===== src/rtl/uart_pkg.sv =====
// Shared types for the UART transmit queue: byte width and launch-FSM state encoding.
package uart_pkg;

  localparam int UART_BYTE_W = 8;

  typedef enum logic [2:0] {
    SYNC      = 3'd0,
    IDLE      = 3'd1,
    LAUNCH    = 3'd2,
    WAIT_LOW  = 3'd3,
    WAIT_HIGH = 3'd4
  } tx_state_t;

endpackage


===== src/rtl/tx_fifo_ram.sv =====
// Queue storage: synchronous write, asynchronous read (LUTRAM style), no reset on contents.
module tx_fifo_ram
  import uart_pkg::*;
#(
  parameter int DEPTH_LOG2 = 4
) (
  input  logic                   clk,
  input  logic                   we,
  input  logic [DEPTH_LOG2-1:0]  wr_addr,
  input  logic [UART_BYTE_W-1:0] wr_data,
  input  logic [DEPTH_LOG2-1:0]  rd_addr,
  output logic [UART_BYTE_W-1:0] rd_data
);

  logic [UART_BYTE_W-1:0] mem [2**DEPTH_LOG2];

  always_ff @(posedge clk) begin
    if (we) begin
      mem[wr_addr] <= wr_data;
    end
  end

  assign rd_data = mem[rd_addr];

endmodule


===== src/rtl/uart_tx_queue.sv =====
// Byte queue feeding the UART sender; a push into an empty idle queue is strobed 2 edges later.
// Pushes never stall: a push into a full queue with no pop is dropped and flagged in overflow.
module uart_tx_queue
  import uart_pkg::*;
#(
  parameter int DEPTH_LOG2 = 4
) (
  input  logic                   CLK,
  input  logic                   RSTN,
  input  logic                   push,
  input  logic [UART_BYTE_W-1:0] push_data,
  output logic                   full,
  output logic [DEPTH_LOG2:0]    count,
  output logic                   overflow,
  output logic                   busy,
  output logic [UART_BYTE_W-1:0] tx_as,
  output logic                   tx_ready,
  input  logic                   tx_done
);

  localparam logic [DEPTH_LOG2:0] DEPTH_CNT = (DEPTH_LOG2+1)'(1 << DEPTH_LOG2);

  tx_state_t               state;
  tx_state_t               state_nxt;
  logic [DEPTH_LOG2-1:0]   wr_ptr;
  logic [DEPTH_LOG2-1:0]   rd_ptr;
  logic [UART_BYTE_W-1:0]  head;
  logic                    pop;
  logic                    push_ok;

  // A pop frees a slot in the same cycle, so a full queue can still take a push then.
  assign pop     = (state == IDLE) && (count != '0);
  assign push_ok = push && (!full || pop);
  assign full    = (count == DEPTH_CNT);
  assign busy    = (count != '0) || ((state != IDLE) && (state != SYNC));

  tx_fifo_ram #(
    .DEPTH_LOG2 (DEPTH_LOG2)
  ) u_ram (
    .clk     (CLK),
    .we      (push_ok && RSTN),
    .wr_addr (wr_ptr),
    .wr_data (push_data),
    .rd_addr (rd_ptr),
    .rd_data (head)
  );

  // The sender has no reset, so after our reset we wait for it to report idle before launching.
  always_comb begin
    state_nxt = state;
    case (state)
      SYNC:      if (tx_done)  state_nxt = IDLE;
      IDLE:      if (pop)      state_nxt = LAUNCH;
      LAUNCH:                  state_nxt = WAIT_LOW;
      WAIT_LOW:  if (!tx_done) state_nxt = WAIT_HIGH;
      WAIT_HIGH: if (tx_done)  state_nxt = IDLE;
      default:                 state_nxt = SYNC;
    endcase
  end

  always_ff @(posedge CLK) begin
    if (!RSTN) begin
      state    <= SYNC;
      wr_ptr   <= '0;
      rd_ptr   <= '0;
      count    <= '0;
      overflow <= 1'b0;
      tx_ready <= 1'b0;
      tx_as    <= '0;
    end else begin
      state    <= state_nxt;
      tx_ready <= (state_nxt == LAUNCH);
      if (push_ok) begin
        wr_ptr <= wr_ptr + 1'b1;
      end
      if (pop) begin
        rd_ptr <= rd_ptr + 1'b1;
        tx_as  <= head;
      end
      if (push && !push_ok) begin
        overflow <= 1'b1;
      end
      case ({push_ok, pop})
        2'b10:   count <= count + 1'b1;
        2'b01:   count <= count - 1'b1;
        default: count <= count;
      endcase
    end
  end

endmodule


===== config.mk =====
export PLATFORM = sky130hd
export DESIGN_NAME = uart_tx_queue
export DESIGN_NICKNAME = d
export VERILOG_FILES = /design/src/rtl/uart_pkg.sv /design/src/rtl/tx_fifo_ram.sv /design/src/rtl/uart_tx_queue.sv
export SDC_FILE = /design/constraint.sdc
export NUM_CORES = 1
export LEC_CHECK = 0
export ABC_AREA = 1
export CAP_MARGIN = 20
export CORE_AREA = 2 2 118 120
export DETAILED_ROUTE_END_ITERATION = 12
export DIE_AREA = 0 0 120 122
export GPL_TIMING_DRIVEN = 0
export HOLD_SLACK_MARGIN = 0.06
export PLACE_DENSITY = 0.68
export SLEW_MARGIN = 30
export SYNTH_ARGS = -nofsm -noshare
export SYNTH_HDL_FRONTEND = slang
export SYNTH_SLANG_ARGS = --single-unit

===== constraint.sdc =====
create_clock -name CLK -period 2.5 [get_ports CLK]
set_input_delay 0.5 -clock CLK [delete_from_list [all_inputs] [get_ports CLK]]
set_output_delay 0.5 -clock CLK [all_outputs]
set_load 0.01 [all_outputs]

==> results of run 1 <==
-- worst paths after layout --
| kind | from | endpoint | slack, ns | cells after the start |
|---|---|---|---|---|
| worst min register to register | overflow$_SDFFE_PN0P_ | overflow$_SDFFE_PN0P_ | 0.49 | 2 |
| worst max-delay path | count[1]$_SDFFE_PN0P_ | busy | 0.08 | 4 |
| worst max register to register | state[0]$_SDFF_PN0_ | u_ram.mem[14][6]$_DFFE_PP_ | 0.35 | 6 |
| worst min-delay path | overflow$_SDFFE_PN0P_ | overflow$_SDFFE_PN0P_ | 0.49 | 2 |
-- cell usage in the layout (no fill, tap or decap), types with 3 or more instances in the layout --
master             n
nand2_1          180
edfxtp_1         128
nand3_1          103
inv_1             87
nor2_1            63
clkdlybuf4s50_1   28
dfxtp_1           26
clkbuf_16         21
buf_2             17
o21ai_0           16
clkbuf_1          12
a21oi_1           10
ha_1               8
inv_2              4
nand2_2            4
clkinv_2           4
buf_1              3
-- critical path: cells and delay by family, from the launching register on --
kind | cells | cell delay (ns)
buf+inv | 1 | 0.49
flops | 1 | 0.36
simple gates | 3 | 0.64
-- where the power goes --
| part | leakage (µW) | internal, µW | switching [µW] |
|---|---|---|---|
| clock network | 0.000292 | 1530 | 955 |
| registers | 0.00137 | 2880 | 74.8 |
| logic | 0.00156 | 495 | 852 |
| total | 0.00322 | 4900 | 1880 |
-- repair_timing --
item / CTS / global route
endpoints found under the hold margin: 0 / 0
setup endpoints to repair: 0 / 1
hold buffers: 0 / 0
resized for setup: 0 / 3
-- state kept, by name (all words and copies together) (netlist names) --
signal and cells:
tx_ready 1, tx_as 8, state 3, count 5, rd_ptr 4, u_ram.mem 128, wr_ptr 4, overflow 1
-- cells by family after synthesis --
group,Yosys count
AOI/OAI and AO/OA,33
xor gates and xnor gates,3
adders and majority gates,9
buffers and inverters,123
DFF,154
and+or+nand+nor,358
-- final cells by class --
type / instances / area (µm²) / share of cell area
sequential: 154 / 4360 / 0.558
multi-input combinational: 403 / 1850 / 0.236
clock buffer: 27 / 558 / 0.0713
inverter: 94 / 355 / 0.0454
timing repair buffer: 28 / 280 / 0.0358
tap: 180 / 225 / 0.0288
buffer: 29 / 163 / 0.0208
clock inverter: 5 / 28.8 / 0.00368
-- per-stage QoR --
| step | setup TNS, ns | setup WS, ns | power (µW) | cells |
|---|---|---|---|---|
| final | 0 | 0.0800 | 6780 | 920 |
| after global placement | 0 | 0.0431 | 4290 | 888 |
| after detailed placement | -0.201 | -0.0253 | 4320 | 888 |
| after global routing | -0.0175 | -0.0175 | 7080 | 920 |
| after floorplan | 0 | 0.656 | 3840 | 680 |
| after CTS | 0 | 0.0230 | 6790 | 920 |
-- per-layer routing --
metal	vias up	wire length [µm]	global-route usage
met5	-	0	0
met4	0	411	0.104
met1	2242	6360	0.274
li1	2318	-	-
met2	164	7200	0.347
met3	40	1010	0.0454
==> qor.yml, run 1 <==
min_path:
  hold_path.class: "register to register"
synthesis:
  ys_types: 31
  syn-num-nets: 701
  synth_fa_ha_area_frac: 0.0179
  synth.avg_cell_area_um2: 9.88
  yosys.area.top_type: "edfxtp_1"
  synth_warnings: 0
  synthTopCellsByArea: "edfxtp_1, nand2_1, dfxtp_1"
  synth_top_family_by_area: "simple AND/OR/NAND/NOR gates"
  synth_compound_area_frac: 0.0268
  synth_most_common_cell: "nand2_1"
  synth_ff_type: "edfxtp_1"
  yosysSeqAreaShare: 0.649
  synth_xor_area_frac: 0.00391
  netlist.area_leader.share: 0.572
  synthTopCellsByCount: "nand2_1, edfxtp_1, nand3_1"
  netlist_area_um2: 6720
  synth-simple-area-share: 0.225
  synthMuxAreaShare: 0
  synth_edf_count: 128
  async_flop_share: 0
  ys_ff_latch: 154
  netlist_instances: 680
worst_setup_path:
  worstSetupEndpointType: "output port"
  crit_fanout: 5
  required_ns: 2.00
  critPathMaxStageDelay_ns: 0.49
  worstSetupPathType: "register to output port"
  path_cells: "nor2_2, nand3_2, or3_1, clkdlybuf4s50_1"
  start_kind: "register"
  critPathArrivalTime_ns: 1.92
  crit_path_top_delay_cell: "clkdlybuf4s50_1"
sta:
  fin_crit_sh: 0.968
  max_freq_mhz: 413
  final_hold_viol_count: 0
  slew_viol_final: 0
  whs_ns: 0.491
  slew_headroom: 0.434
  worst_pin_slew_ns: 0.847
  skew_ns: 0.00638
  period_minus_slack_ns: 2.42
  setup_viol: 0
placed_design:
  io_buffer_count: 28
  place.gp.congestion: 0.952
  hpwl_um: 10400
  placed_cell_area_um2: 7230
global_route:
  grtUsageTotal: 0.214
  grt_pass1_vias: 4553
  overflow: 0
  grt_max_degree: 17
  grt_pass1_wl_um: 22800
  antenna_found_initial: 0
route:
  via_per_inst: 5.18
  drt-initial-drc-count: 343
  dr.pass1.iters: 5
  drc: 0
  wl_per_cell_um: 16.3
  vias: 4764
  ant_nets: 0
  routed_wl_um: 15000
run_status:
  status: "finished clean"
floorplan:
  io_pins: 29
  chipHeight_um: 122
  die_x_um: 120
  core_area_um2: 13500
  initial_core_util: 0.498
  core.rowCount: 43
  die_area_um2: 14600
clock_tree:
  insertion_delay_ns: 0.42
  cts_setup_buffers: 0
  cts_buffers: 17
  clockRootBuffer: "clkbuf_16"
  cts_tree: "yes"
  clk_pin_slew_ns: 0.06
  htreeDepth: 4
  clk_path_buf_depth: 2
  cts.sinks: 154
final_layout:
  final_util: 0.579
  final_area_um2: 7820
  fillers: 1120
  drive_gt1_frac: 0.0838
  synthToLayoutAreaGrowth_pct: 16.4
  nNetsFinal: 748
  diodes: 0
flow_run:
  maxCapViolations: 0
pwr:
  ir_worst_vdd_v: 0.000635
  powerDensity_nw_per_um2: 867
  leakagePower_uw: 0.00322
(Power assumes the default switching activity.)
==> inputs of run 2 (changes only) <==
--- a/config.mk
+++ b/config.mk
@@ -12,7 +12,8 @@
 export DIE_AREA = 0 0 120 122
 export GPL_TIMING_DRIVEN = 0
 export HOLD_SLACK_MARGIN = 0.06
-export PLACE_DENSITY = 0.68
+export PLACE_DENSITY = 0.71
+export SKIP_CTS_REPAIR_TIMING = 1
 export SLEW_MARGIN = 30
 export SYNTH_ARGS = -nofsm -noshare
 export SYNTH_HDL_FRONTEND = slang
==> constraint.sdc (replaced) <==
create_clock -name CLK -period 2.1 [get_ports CLK]
set_input_delay 0.42 -clock CLK [delete_from_list [all_inputs] [get_ports CLK]]
set_output_delay 0.42 -clock CLK [all_outputs]
set_load 0.01 [all_outputs]
==> qor.yml, run 2 (synthesis gave the netlist of run 1 again) <==
final_layout:
  drive_gt1_frac: 0.119
  final_area_um2: 7980
  regMostFlops: "u_ram.mem"
  layout.cells.non_filler: 926
  layout_commonest_cell: "nand2_1"
  diodes: 0
  mostFrequentLayoutCells: "nand2_1, edfxtp_1, nand3_1, inv_1, nor2_1"
  largest_reg_flops: 128
  synthToLayoutAreaGrowth_pct: 18.7
  largest_registers: "u_ram.mem (128), tx_as (8), count (5)"
  nNetsFinal: 754
global_route:
  grt_pass1_vias: 4757
  grt_pass1_wl_um: 24100
  grtUsageTotal: 0.223
  antenna_found_initial: 0
  grt_max_degree: 17
  overflow: 0
sta:
  skew_ns: 0.00908
  period_minus_slack_ns: 2.07
  setup_viol: 0
  max_freq_mhz: 483
  fin_tns_setup_ns: 0
  slew_headroom: 0.453
  whs_ns: 0.536
  slew_viol_final: 0
  final_hold_viol_count: 0
  fin_crit_sh: 0.986
  rsz0062_at_grt: "yes"
  worst_pin_slew_ns: 0.818
route:
  vias: 4858
  ant_nets: 0
  drc: 0
  routed_wl_um: 15400
  via_per_inst: 5.25
  wl_per_cell_um: 16.6
  dr.pass1.iters: 5
  drt-initial-drc-count: 347
clock_tree:
  htreeDepth: 4
  cts_tree: "yes"
  clockRootBuffer: "clkbuf_16"
  insertion_delay_ns: 0.43
  clk_path_buf_depth: 2
  cts_buffers: 17
  cts.sinks: 154
  clk_pin_slew_ns: 0.06
worst_setup_path:
  r2r_slack_ns: 0.03
  required_ns: 2.15
  worstSetupEndpointType: "register"
  start_kind: "register"
  critPathArrivalTime_ns: 2.12
  crit_fanout: 8
  worstSetupPathType: "register to register"
floorplan:
  die_x_um: 120
  initial_core_util: 0.498
  core.rowCount: 43
  chipHeight_um: 122
  io_pins: 29
  die_area_um2: 14600
  core_area_um2: 13500
placed_design:
  place.gp.congestion: 0.981
  io_buffer_count: 28
  hpwl_um: 10600
  placed_cell_area_um2: 7230
  dp.cells: 888
pwr:
  ir_worst_vdd_v: 0.000807
  powerDensity_nw_per_um2: 1050
  leakagePower_uw: 0.00327
  finalPower_uw: 8360
min_path:
  hold_path.class: "register to register"
run_status:
  status: "finished clean"
flow_run:
  maxCapViolations: 0
## run 2: cell count changes in the layout (fill, tap and decap cells not counted), sizes merged
cell / before / now
clkbuf: 34 / 25
clkinv: 7 / 9
buf: 22 / 28
dlymetal6s2s: 0 / 2
bufinv: 0 / 4
clkinvlp: 0 / 3
clkdlybuf4s50: 28 / 26
## run 2: routing by layer
| metal | share of wire | GRT usage | vias to the layer above |
|---|---|---|---|
| met5 | 0 | 0 | - |
| met2 | 0.49 | 0.366 | 184 |
| met3 | 0.063 | 0.0468 | 35 |
| met1 | 0.42 | 0.286 | 2314 |
| li1 | - | - | 2325 |
| met4 | 0.025 | 0.0985 | 0 |
## run 2: path summary, 6_finish.rpt
check,startpoint,endpoint,depth (start not counted)
setup / recovery,state[0]$_SDFF_PN0_,u_ram.mem[8][3]$_DFFE_PP_,6
hold / removal,wr_ptr[3]$_SDFFE_PN0P_,wr_ptr[3]$_SDFFE_PN0P_,2
setup reg to reg,state[0]$_SDFF_PN0_,u_ram.mem[8][3]$_DFFE_PP_,6
hold reg to reg,wr_ptr[3]$_SDFFE_PN0P_,wr_ptr[3]$_SDFFE_PN0P_,2
## run 2: worst max-delay path, cell delays in order, from the launching register on
cell and delay (ns):
dfxtp_4 0.37, inv_4 0.04, nor3_4 0.23, o21ai_2 0.14
inv_2 0.12, nand2_1 0.16, nor2_1 0.63
## run 2: through the flow
step | setup slack, ns | utilization
floorplan | 0.256 | -
global placement | -0.278 | 0.535
detailed placement | -0.342 | 0.535
CTS | -0.321 | 0.580
global route | -0.0716 | 0.591
finish | 0.0291 | 0.591
## run 2: layout make-up
class	count	area (µm²)
Fill cell	1113	5530
Sequential cell	154	4370
Multi-Input combinational cell	403	1920
Clock buffer	18	429
Inverter	94	360
Timing Repair Buffer	34	334
Tap cell	180	225
Clock inverter	14	179
Buffer	29	163
## run 2: power by group
part / total [µW] / switching, µW / internal [µW]
Sequential: 3530 / 103 / 3430
Clock: 3130 / 1160 / 1970
Combinational: 1700 / 1060 / 640
Total: 8360 / 2320 / 6030
